==> config.mk <==
export PLATFORM = sky130hd
export DESIGN_NAME = aes_key_schedule_flat
export DESIGN_NICKNAME = d
export VERILOG_FILES = /design/src/rtl/aes_key_schedule_pkg.sv /design/src/rtl/aes_key_schedule_if.sv /design/src/rtl/aes_key_schedule_sub_word.sv /design/src/rtl/aes_key_schedule.sv /design/src/flat_wrapper.sv
export SDC_FILE = /design/constraint.sdc
export NUM_CORES = 2
export LEC_CHECK = 0
export BUFFER_PORTS_ARGS = -buffer_cell sky130_fd_sc_hd__buf_2
export CAP_MARGIN = 20
export CORE_UTILIZATION = 55
export CTS_BUF_LIST = sky130_fd_sc_hd__clkbuf_16
export CTS_CLUSTER_SIZE = 16
export DETAILED_ROUTE_END_ITERATION = 16
export PLACE_DENSITY = 0.72
export SETUP_SLACK_MARGIN = 0.2
export SYNTH_ARGS = -nofsm -noshare
export SYNTH_HDL_FRONTEND = slang
export SYNTH_SLANG_ARGS = --single-unit
==> constraint.sdc <==
create_clock -name clk -period 8.3 [get_ports clk]
set_input_delay 0 -clock clk [delete_from_list [all_inputs] [get_ports clk]]
set_output_delay 0 -clock clk [all_outputs]
set_load 0.005 [all_outputs]
==> src/rtl/aes_key_schedule_pkg.sv <==
// +--------------------------------------------------------------------+
// | aes_key_pkg : S-box, key-length codes and helpers for key schedule |
// | Revision    : 1.0                                                  |
// +--------------------------------------------------------------------+
`default_nettype none

package aes_key_pkg;

  typedef enum logic [1:0] {
    KL_128 = 2'b00,
    KL_192 = 2'b01,
    KL_256 = 2'b10,
    KL_RSV = 2'b11
  } key_len_e;

  localparam logic [7:0] S_BOX [0:255] = '{
    8'h63, 8'h7c, 8'h77, 8'h7b, 8'hf2, 8'h6b, 8'h6f, 8'hc5, 8'h30, 8'h01, 8'h67, 8'h2b, 8'hfe, 8'hd7, 8'hab, 8'h76,
    8'hca, 8'h82, 8'hc9, 8'h7d, 8'hfa, 8'h59, 8'h47, 8'hf0, 8'had, 8'hd4, 8'ha2, 8'haf, 8'h9c, 8'ha4, 8'h72, 8'hc0,
    8'hb7, 8'hfd, 8'h93, 8'h26, 8'h36, 8'h3f, 8'hf7, 8'hcc, 8'h34, 8'ha5, 8'he5, 8'hf1, 8'h71, 8'hd8, 8'h31, 8'h15,
    8'h04, 8'hc7, 8'h23, 8'hc3, 8'h18, 8'h96, 8'h05, 8'h9a, 8'h07, 8'h12, 8'h80, 8'he2, 8'heb, 8'h27, 8'hb2, 8'h75,
    8'h09, 8'h83, 8'h2c, 8'h1a, 8'h1b, 8'h6e, 8'h5a, 8'ha0, 8'h52, 8'h3b, 8'hd6, 8'hb3, 8'h29, 8'he3, 8'h2f, 8'h84,
    8'h53, 8'hd1, 8'h00, 8'hed, 8'h20, 8'hfc, 8'hb1, 8'h5b, 8'h6a, 8'hcb, 8'hbe, 8'h39, 8'h4a, 8'h4c, 8'h58, 8'hcf,
    8'hd0, 8'hef, 8'haa, 8'hfb, 8'h43, 8'h4d, 8'h33, 8'h85, 8'h45, 8'hf9, 8'h02, 8'h7f, 8'h50, 8'h3c, 8'h9f, 8'ha8,
    8'h51, 8'ha3, 8'h40, 8'h8f, 8'h92, 8'h9d, 8'h38, 8'hf5, 8'hbc, 8'hb6, 8'hda, 8'h21, 8'h10, 8'hff, 8'hf3, 8'hd2,
    8'hcd, 8'h0c, 8'h13, 8'hec, 8'h5f, 8'h97, 8'h44, 8'h17, 8'hc4, 8'ha7, 8'h7e, 8'h3d, 8'h64, 8'h5d, 8'h19, 8'h73,
    8'h60, 8'h81, 8'h4f, 8'hdc, 8'h22, 8'h2a, 8'h90, 8'h88, 8'h46, 8'hee, 8'hb8, 8'h14, 8'hde, 8'h5e, 8'h0b, 8'hdb,
    8'he0, 8'h32, 8'h3a, 8'h0a, 8'h49, 8'h06, 8'h24, 8'h5c, 8'hc2, 8'hd3, 8'hac, 8'h62, 8'h91, 8'h95, 8'he4, 8'h79,
    8'he7, 8'hc8, 8'h37, 8'h6d, 8'h8d, 8'hd5, 8'h4e, 8'ha9, 8'h6c, 8'h56, 8'hf4, 8'hea, 8'h65, 8'h7a, 8'hae, 8'h08,
    8'hba, 8'h78, 8'h25, 8'h2e, 8'h1c, 8'ha6, 8'hb4, 8'hc6, 8'he8, 8'hdd, 8'h74, 8'h1f, 8'h4b, 8'hbd, 8'h8b, 8'h8a,
    8'h70, 8'h3e, 8'hb5, 8'h66, 8'h48, 8'h03, 8'hf6, 8'h0e, 8'h61, 8'h35, 8'h57, 8'hb9, 8'h86, 8'hc1, 8'h1d, 8'h9e,
    8'he1, 8'hf8, 8'h98, 8'h11, 8'h69, 8'hd9, 8'h8e, 8'h94, 8'h9b, 8'h1e, 8'h87, 8'he9, 8'hce, 8'h55, 8'h28, 8'hdf,
    8'h8c, 8'ha1, 8'h89, 8'h0d, 8'hbf, 8'he6, 8'h42, 8'h68, 8'h41, 8'h99, 8'h2d, 8'h0f, 8'hb0, 8'h54, 8'hbb, 8'h16
  };

  function automatic logic [3:0] nk_of(input key_len_e kl);
    logic [3:0] nk;
    case (kl)
      KL_192:  nk = 4'd6;
      KL_256:  nk = 4'd8;
      default: nk = 4'd4;
    endcase
    return nk;
  endfunction

  function automatic logic [3:0] nr_of(input key_len_e kl);
    logic [3:0] nr;
    case (kl)
      KL_192:  nr = 4'd12;
      KL_256:  nr = 4'd14;
      default: nr = 4'd10;
    endcase
    return nr;
  endfunction

  function automatic logic key_len_ok(input key_len_e kl, input int nk_max);
    logic ok;
    case (kl)
      KL_128:  ok = 1'b1;
      KL_192:  ok = (nk_max >= 6);
      KL_256:  ok = (nk_max >= 8);
      default: ok = 1'b0;
    endcase
    return ok;
  endfunction

  function automatic logic [7:0] xtime(input logic [7:0] b);
    return {b[6:0], 1'b0} ^ (b[7] ? 8'h1b : 8'h00);
  endfunction

  // cols = {w0, w1, w2, w3}; byte r of word c lands at row r, column c
  function automatic logic [127:0] to_row_major(input logic [127:0] cols);
    logic [127:0] rm;
    rm = '0;
    for (int c = 0; c < 4; c++) begin
      for (int r = 0; r < 4; r++) begin
        rm[32*r + 8*c +: 8] = cols[127 - 32*c - 8*r -: 8];
      end
    end
    return rm;
  endfunction

endpackage

`default_nettype wire

==> src/rtl/aes_key_schedule_if.sv <==
// +--------------------------------------------------------------------+
// | aes_key_schedule_if : control, status and read port of key schedule|
// | Option macro        : AES_KEY_SCHEDULE_ZEROIZE_EN adds zeroize     |
// | Revision            : 1.0                                          |
// +--------------------------------------------------------------------+
`default_nettype none

interface aes_key_schedule_if #(
  parameter int NK_MAX = 8
);
  logic                  start;
  logic [1:0]            key_len;
  logic [NK_MAX*32-1:0]  key_in;
`ifdef AES_KEY_SCHEDULE_ZEROIZE_EN
  logic                  zeroize;
`endif
  logic                  busy;
  logic                  done;
  logic                  err;
  logic                  keys_valid;
  logic [3:0]            num_rounds;
  logic                  rk_rd_en;
  logic [3:0]            rk_rd_idx;
  logic [127:0]          rk_rd_data;
  logic                  rk_rd_valid;

`ifdef AES_KEY_SCHEDULE_ZEROIZE_EN
  modport master (output start, key_len, key_in, zeroize, rk_rd_en, rk_rd_idx,
                  input  busy, done, err, keys_valid, num_rounds, rk_rd_data, rk_rd_valid);
  modport slave  (input  start, key_len, key_in, zeroize, rk_rd_en, rk_rd_idx,
                  output busy, done, err, keys_valid, num_rounds, rk_rd_data, rk_rd_valid);
`else
  modport master (output start, key_len, key_in, rk_rd_en, rk_rd_idx,
                  input  busy, done, err, keys_valid, num_rounds, rk_rd_data, rk_rd_valid);
  modport slave  (input  start, key_len, key_in, rk_rd_en, rk_rd_idx,
                  output busy, done, err, keys_valid, num_rounds, rk_rd_data, rk_rd_valid);
`endif
endinterface

`default_nettype wire

==> src/rtl/aes_key_schedule_sub_word.sv <==
// +--------------------------------------------------------------------+
// | aes_sub_word : SubWord, four parallel S-box lookups on one word    |
// | Revision     : 1.0                                                 |
// +--------------------------------------------------------------------+
`default_nettype none

module aes_sub_word
  import aes_key_pkg::*;
(
  input  logic [31:0] word_in,
  output logic [31:0] word_out
);
  for (genvar b = 0; b < 4; b++) begin : g_byte
    assign word_out[8*b +: 8] = S_BOX[word_in[8*b +: 8]];
  end
endmodule

`default_nettype wire

==> src/rtl/aes_key_schedule.sv <==
// +--------------------------------------------------------------------+
// | aes_key_schedule : word-serial AES-128/192/256 key expansion with  |
// |                    round-key buffer; option AES_KEY_SCHEDULE_ZEROIZE_EN
// | Revision         : 1.0                                             |
// +--------------------------------------------------------------------+
`default_nettype none

module aes_key_schedule
  import aes_key_pkg::*;
#(
  parameter int NK_MAX   = 8,
  parameter int RK_DEPTH = 15
) (
  input  logic               clk,
  input  logic               rst_n,
  aes_key_schedule_if.slave  bus
);
  localparam int         c_words  = RK_DEPTH * 4;
  localparam logic [1:0] c_idle   = 2'd0;
  localparam logic [1:0] c_expand = 2'd1;
`ifdef AES_KEY_SCHEDULE_ZEROIZE_EN
  localparam logic [1:0] c_clear  = 2'd2;
`endif

  logic [1:0]   r_state, w_state_nxt;
  logic [5:0]   r_idx;
  logic [2:0]   r_kpos;
  logic [3:0]   r_nk, r_nr, w_nk_new, w_old_sel;
  logic [7:0]   r_rcon;
  logic         r_done, r_err, r_keys_valid, r_rd_valid;
  logic [127:0] r_rd_data;
  logic [31:0]  r_win  [0:7];
  logic [31:0]  r_wmem [0:c_words-1];
  logic [31:0]  w_kw   [0:7];
  logic [31:0]  w_win_load [0:7];
  logic [31:0]  w_prev, w_old, w_sub_in, w_sub_out, w_temp, w_new;
  logic [3:0]   w_rd_row;
  logic [5:0]   w_rd_base;
  logic         w_busy, w_load, w_bad, w_step, w_last, w_start_ok, w_zero, w_rd_ok;
  key_len_e     w_kl;

`ifdef AES_KEY_SCHEDULE_ZEROIZE_EN
  logic w_clr_enter, w_clr;
  assign w_zero = bus.zeroize;
`else
  assign w_zero = 1'b0;
`endif

  assign w_kl       = key_len_e'(bus.key_len);
  assign w_start_ok = key_len_ok(w_kl, NK_MAX);
  assign w_nk_new   = nk_of(w_kl);
  assign w_last     = (r_idx == {r_nr, 2'b11});

  for (genvar k = 0; k < 8; k++) begin : g_kw
    if (k < NK_MAX) begin : g_used
      assign w_kw[k] = bus.key_in[NK_MAX*32-1-32*k -: 32];
    end else begin : g_pad
      assign w_kw[k] = '0;
    end
  end

  // Window keeps w[i-1] at slot 7 and w[i-Nk] at slot 8-Nk for every key size
  always_comb begin
    for (int j = 0; j < 8; j++) begin
      w_win_load[j] = '0;
      if (j >= 8 - int'(w_nk_new)) w_win_load[j] = w_kw[3'(j + int'(w_nk_new) - 8)];
    end
  end

  assign w_prev    = r_win[7];
  assign w_old_sel = 4'd8 - r_nk;
  assign w_old     = r_win[w_old_sel[2:0]];
  assign w_sub_in  = (r_kpos == 3'd0) ? {w_prev[23:0], w_prev[31:24]} : w_prev;

  aes_sub_word u_sub_word (
    .word_in  (w_sub_in),
    .word_out (w_sub_out)
  );

  always_comb begin
    w_temp = w_prev;
    if (r_kpos == 3'd0)                       w_temp = w_sub_out ^ {r_rcon, 24'h0};
    else if (r_nk == 4'd8 && r_kpos == 3'd4)  w_temp = w_sub_out;
  end
  assign w_new = w_old ^ w_temp;

  always_ff @(posedge clk or negedge rst_n) begin
    if (!rst_n) r_state <= c_idle;
    else        r_state <= w_state_nxt;
  end

  always_comb begin
    w_state_nxt = r_state;
    case (r_state)
      c_idle:   if (w_load) w_state_nxt = c_expand;
      c_expand: if (w_last) w_state_nxt = c_idle;
`ifdef AES_KEY_SCHEDULE_ZEROIZE_EN
      c_clear:  if (r_idx == 6'(RK_DEPTH - 1)) w_state_nxt = c_idle;
`endif
      default:  w_state_nxt = c_idle;
    endcase
`ifdef AES_KEY_SCHEDULE_ZEROIZE_EN
    if (w_clr_enter) w_state_nxt = c_clear;
`endif
  end

  always_comb begin
    w_busy = (r_state != c_idle);
    w_load = (r_state == c_idle) && bus.start && w_start_ok && !w_zero;
    w_bad  = (r_state == c_idle) && bus.start && !w_start_ok && !w_zero;
    w_step = (r_state == c_expand) && !w_zero;
`ifdef AES_KEY_SCHEDULE_ZEROIZE_EN
    w_clr_enter = ((r_state == c_idle) || (r_state == c_expand)) && w_zero;
    w_clr       = (r_state == c_clear);
`endif
  end

  always_ff @(posedge clk or negedge rst_n) begin
    if (!rst_n) begin
      r_idx <= '0; r_kpos <= '0; r_nk <= 4'd4; r_nr <= '0; r_rcon <= 8'h01;
      r_done <= 1'b0; r_err <= 1'b0; r_keys_valid <= 1'b0;
    end else begin
      r_done <= 1'b0;
      r_err  <= w_bad;
`ifdef AES_KEY_SCHEDULE_ZEROIZE_EN
      if (w_clr_enter) begin
        r_idx <= '0; r_keys_valid <= 1'b0; r_nr <= '0;
      end else if (w_clr) begin
        r_idx <= r_idx + 6'd1;
      end else
`endif
      if (w_load) begin
        r_idx <= {2'b00, w_nk_new}; r_kpos <= '0; r_nk <= w_nk_new;
        r_rcon <= 8'h01; r_keys_valid <= 1'b0; r_nr <= nr_of(w_kl);
      end else if (w_step) begin
        r_idx  <= r_idx + 6'd1;
        r_kpos <= (r_kpos == 3'(r_nk - 4'd1)) ? 3'd0 : r_kpos + 3'd1;
        if (r_kpos == 3'd0) r_rcon <= xtime(r_rcon);
        if (w_last) begin
          r_done <= 1'b1; r_keys_valid <= 1'b1;
        end
      end
    end
  end

  always_ff @(posedge clk) begin
`ifdef AES_KEY_SCHEDULE_ZEROIZE_EN
    if (w_clr) begin
      for (int c = 0; c < 4; c++) r_wmem[{r_idx[3:0], 2'(c)}] <= '0;
    end else
`endif
    if (w_load) begin
      for (int j = 0; j < 8; j++) r_win[j] <= w_win_load[j];
      for (int k = 0; k < 8; k++) if (k < int'(w_nk_new)) r_wmem[k] <= w_kw[k];
    end else if (w_step) begin
      for (int j = 0; j < 7; j++) r_win[j] <= r_win[j+1];
      r_win[7]      <= w_new;
      r_wmem[r_idx] <= w_new;
    end
  end

  assign w_rd_ok   = bus.rk_rd_en && r_keys_valid && (bus.rk_rd_idx <= r_nr);
  assign w_rd_row  = (int'(bus.rk_rd_idx) < RK_DEPTH) ? bus.rk_rd_idx : 4'd0;
  assign w_rd_base = {w_rd_row, 2'b00};

  always_ff @(posedge clk or negedge rst_n) begin
    if (!rst_n) begin
      r_rd_valid <= 1'b0; r_rd_data <= '0;
    end else begin
      r_rd_valid <= w_rd_ok;
      r_rd_data  <= w_rd_ok ? to_row_major({r_wmem[w_rd_base],        r_wmem[w_rd_base + 6'd1],
                                            r_wmem[w_rd_base + 6'd2], r_wmem[w_rd_base + 6'd3]})
                            : '0;
    end
  end

  assign bus.busy        = w_busy;
  assign bus.done        = r_done;
  assign bus.err         = r_err;
  assign bus.keys_valid  = r_keys_valid;
  assign bus.num_rounds  = r_nr;
  assign bus.rk_rd_data  = r_rd_data;
  assign bus.rk_rd_valid = r_rd_valid;
endmodule

`default_nettype wire

==> src/flat_wrapper.sv <==
// flat-port wrapper written by rule: the top's interface ports become plain ports
module aes_key_schedule_flat import aes_key_pkg::*;
#(
  parameter int NK_MAX   = 8,
  parameter int RK_DEPTH = 15
)
  (clk, rst_n, bus_start, bus_key_len, bus_key_in, bus_rk_rd_en, bus_rk_rd_idx, bus_busy, bus_done, bus_err, bus_keys_valid, bus_num_rounds, bus_rk_rd_data, bus_rk_rd_valid);
  aes_key_schedule_if #(.NK_MAX(NK_MAX)) bus_i ();
  input  logic clk;
  input  logic rst_n;
  input wire logic [$bits(bus_i.start)-1:0] bus_start;
  input wire logic [$bits(bus_i.key_len)-1:0] bus_key_len;
  input wire logic [$bits(bus_i.key_in)-1:0] bus_key_in;
  input wire logic [$bits(bus_i.rk_rd_en)-1:0] bus_rk_rd_en;
  input wire logic [$bits(bus_i.rk_rd_idx)-1:0] bus_rk_rd_idx;
  output wire logic [$bits(bus_i.busy)-1:0] bus_busy;
  output wire logic [$bits(bus_i.done)-1:0] bus_done;
  output wire logic [$bits(bus_i.err)-1:0] bus_err;
  output wire logic [$bits(bus_i.keys_valid)-1:0] bus_keys_valid;
  output wire logic [$bits(bus_i.num_rounds)-1:0] bus_num_rounds;
  output wire logic [$bits(bus_i.rk_rd_data)-1:0] bus_rk_rd_data;
  output wire logic [$bits(bus_i.rk_rd_valid)-1:0] bus_rk_rd_valid;
  assign bus_i.start = bus_start;
  assign bus_i.key_len = bus_key_len;
  assign bus_i.key_in = bus_key_in;
  assign bus_i.rk_rd_en = bus_rk_rd_en;
  assign bus_i.rk_rd_idx = bus_rk_rd_idx;
  assign bus_busy = bus_i.busy;
  assign bus_done = bus_i.done;
  assign bus_err = bus_i.err;
  assign bus_keys_valid = bus_i.keys_valid;
  assign bus_num_rounds = bus_i.num_rounds;
  assign bus_rk_rd_data = bus_i.rk_rd_data;
  assign bus_rk_rd_valid = bus_i.rk_rd_valid;
  aes_key_schedule #(.NK_MAX(NK_MAX), .RK_DEPTH(RK_DEPTH)) u_core (.clk(clk), .rst_n(rst_n), .bus(bus_i));
endmodule
==> flow_metrics.env <==
export IMPL_arrival_ps=7520
export IMPL_slowest_delay_ps=870
export IMPL_postLayoutCoreUtil=0.631
export IMPL_min_period_ps=6970
export IMPL_sw_frac_of_total=0.459
export IMPL_synthDistinctLibCells=116
export IMPL_syn_inst=9316
export IMPL_synth_edff_count=2176
export IMPL_tns_ps=0
export IMPL_hp_class="in2reg"
export IMPL_cts_buffers=212
export IMPL_max_cap_viol_count=0
export IMPL_wl_per_cell_um=34.4
export IMPL_max_freq_ghz=0.144
export IMPL_routed_wl_um=441000
export IMPL_port_buffers=401
export IMPL_rsz0062_at_grt="false"
export IMPL_fin_crit_sh=0.839
export IMPL_drc=0
export IMPL_antenna_found_initial=70
export IMPL_clkPwrFrac=0.154
export IMPL_num_rows=167
export IMPL_switchingPower_w=0.0299
export IMPL_gp_congestion=0.996
export IMPL_final_nets=10100
export IMPL_netlist_top_cells_area="edfxtp_1 (57%), mux4_2 (5.7%), a21oi_1 (4.6%), mux2i_1 (4.2%), nand2_1 (3.6%)"
export IMPL_path_common_cell="inv_1"
export IMPL_status="finished clean"
export IMPL_cts_sinks=2332
export IMPL_yosysTopAreaCellShare=0.570
export IMPL_synth_area_leader_cell="edfxtp_1"
export IMPL_slew_headroom=0.175
export IMPL_first_pass_iters=9
export IMPL_synth_area_um2=115000
export IMPL_clkLatencyLatePin_ps=910
export IMPL_power_w=0.0652
export IMPL_combPwrFrac=0.502
export IMPL_tritoncts="done"
export IMPL_postCtsSetupRepairBufs=0
export IMPL_cp_data_required_time_ps=8860
export IMPL_dp_hpwl_um=274000
export IMPL_internal_power_w=0.0353
export IMPL_leakage_nw=46.1
export IMPL_die_y_um=458
export IMPL_synthToLayoutAreaGrowth_pct=14.0
export IMPL_routed_via_density=7.03
export IMPL_pin_count=403
export IMPL_synth_warnings=0
export IMPL_grt_overflow=0
export IMPL_grt_pass1_vias=85600
export IMPL_path_class="reg2reg"
export IMPL_drv_slew=0
export IMPL_dieArea_um2=210000
export IMPL_slowest_stage="o31ai_1"
export IMPL_synth_seq_cells=2332
export IMPL_fin_worst_skew_ps=61.7
export IMPL_synth_ff_type="edfxtp_1"
export IMPL_p_seq_frac=0.345
export IMPL_fp_dieW_um=458
export IMPL_irDropWorstVdd_v=0.000501
export IMPL_setup_violations=0
export IMPL_vias=89900
export IMPL_holdWs_ps=16.2
export IMPL_drt_iter0_markers=15100
export IMPL_synth_yosys_seq_area_share=0.604
export IMPL_power_density_nw_per_um2=499
export IMPL_final_hold_viol_count=0
export IMPL_syn_mean_instance_area_um2=12.3
export IMPL_grt_pass1_wl_um=622000
export IMPL_grt_max_degree=160
export IMPL_core_um2=207000
export IMPL_start_util=0.553
export IMPL_tightest_slew_ps=1230
export IMPL_drive_gt1_frac=0.172
export IMPL_postRouteAntennaNets=0
export IMPL_cp_start_kind="flip-flop"
export IMPL_worstPathCellList="inv_1 -> ha_1 -> buf_4 -> nand2b_4 -> mux2_2 -> inv_1 -> ha_1 -> inv_1 -> o31ai_1 -> a211oi_1 -> o21ai_0 -> o311ai_0 -> a311oi_1 -> nor4_1 -> nor3_2 -> o2111ai_4 -> buf_4"
export IMPL_clock_root_buffer="clkbuf_16"
export IMPL_path_clk_slew_ps=70
export IMPL_cts_buffer_depth=3
export IMPL_cts_max_level=4
export IMPL_grt_use_total=0.411
export IMPL_synthArstFlopShare=0.0669
export IMPL_synth_nets=9641
export IMPL_critPathCaptureType="flip-flop"
export IMPL_cts_resized=0
export IMPL_path_max_fanout=44
==> final cells by class <==
class	instances	area [um2]
well taps	2788	3490
repair buffers	1033	7840
flip-flops and latches	2332	69300
fillers	15400	76500
clock buffers	216	5410
inverters	82	315
clock inverters	184	1670
diodes	54	135
multi-input cells	6112	42500
==> sequential cells by signal (all words and copies together), names as in the netlist <==
| signal | flops |
|---|---|
| u_core.bus.done | 1 |
| u_core.r_state | 1 |
| u_core.bus.keys_valid | 1 |
| u_core.bus.num_rounds | 3 |
| u_core.r_wmem | 1920 |
| u_core.r_kpos | 3 |
| u_core.r_win | 256 |
| u_core.bus.err | 1 |
| u_core.bus.rk_rd_valid | 1 |
| u_core.bus.rk_rd_data | 128 |
| u_core.r_rcon | 8 |
| u_core.r_idx | 6 |
| u_core.r_nk | 3 |
==> cells in the mapped netlist (22+ instances only) <==
library cell     n
a32oi_1         23
o22ai_1         28
a211oi_1       109
xnor2_1         25
clkbuf_1       466
ha_1            59
mux4_2         288
a21oi_1       1045
nand3_1        123
inv_1           72
nor3_1          92
o311ai_0        39
edfxtp_1      2176
a31oi_1         65
nor2b_1         42
o21ai_0        672
mux2_2         203
buf_1          129
nand4_1         22
o221ai_1        36
a211o_1         32
a311oi_1        39
nand3b_1       139
o211ai_1       139
nand2_1       1096
mux2i_1        483
nand2b_1        59
nor2_1         703
buf_2          150
dfrtp_1        154
o31ai_1         34
a221oi_1        38
o21ai_1         46
==> what timing repair did <==
| action | in CTS | in global routing |
|---|---|---|
| hold buffers | 320 | 0 |
| hold endpoints to repair | 736 | 0 |
| endpoints found under the setup margin | 0 | 0 |
==> stage by stage <==
stage                     setup slack [ps]  cells  area (um2)
after floorplan                       1610   9316      115000
after global placement                1430  12000      120000
after CTS                             1420  12700      130000
after global routing                  1060  12800      131000
after detailed placement              1380  12000      120000
final                                 1330  12800      131000
==> power by group through the flow <==
stage / Combinational, W / Clock [W] / Sequential, W
6_report: 0.0327 / 0.0100 / 0.0225
5_1_grt: 0.0338 / 0.0104 / 0.0226
4_1_cts: 0.0312 / 0.0100 / 0.0224
3_5_place_dp: 0.0309 / 0 / 0.0226
3_3_place_gp: 0.0307 / 0 / 0.0226
2_1_floorplan: 0.0179 / 0 / 0.0224
==> critical path: cells and delay by family (launching register included) <==
family                     cells  cell delay (ps)
AOI/OAI and AO/OA              6             2540
adders and majority gates      2             1010
buffers and inverters          5             1320
DFF                            1              420
muxes                          1              570
and+or+nand+nor                3              750
==> final timing paths <==
path	start	end	slack (ps)	cells past startpoint
worst max-delay path	u_core.r_kpos[0]$_DFFE_PN0P_	u_core.r_wmem[53][31]$_DFFE_PP_	1330	17
worst min-delay path	bus_key_in[142]	u_core.r_wmem[3][14]$_DFFE_PP_	20	4
worst max register to register	u_core.r_kpos[0]$_DFFE_PN0P_	u_core.r_wmem[53][31]$_DFFE_PP_	1330	17
worst min register to register	u_core.r_win[1][24]$_DFFE_PP_	u_core.r_win[0][24]$_DFFE_PP_	500	2
max in group asynchronous	rst_n	u_core.bus.rk_rd_data[55]$_DFF_PN0_	6810	5
min in group asynchronous	rst_n	u_core.bus.rk_rd_data[81]$_DFF_PN0_	360	4
==> cells by family (layout without fill, tap and decap cells) <==
group	after synthesis	count (layout)	synth area share
compound gates	2610	2610	0.138
xor+xnor	58	58	0.00574
fa+ha+maj	59	59	0.00644
buf+inv	872	1515	0.0327
flops	2332	2332	0.604
mux	990	990	0.121
other cells	1	55	0.0000327
simple gates	2394	2394	0.0918
==> layer usage <==
metal,share of wire,up-vias,global-route usage
met1,0.35,44200,0.535
li1,-,36500,-
met2,0.45,7496,0.629
met3,0.12,1670,0.0921
met5,0.00038,-,0.000689
met4,0.076,24,0.257
==> cell usage in the layout (no fill, tap or decap), drive strengths merged, types with 140 or more instances in the layout <==
cell type	count
mux2i	493
buf	713
dlygate4sd3	319
mux4	288
nor2	705
o21ai	720
mux2	209
o211ai	140
clkbuf	217
edfxtp	2176
nand2	1096
dfrtp	154
a21oi	1052
(Power assumes the default switching activity.)
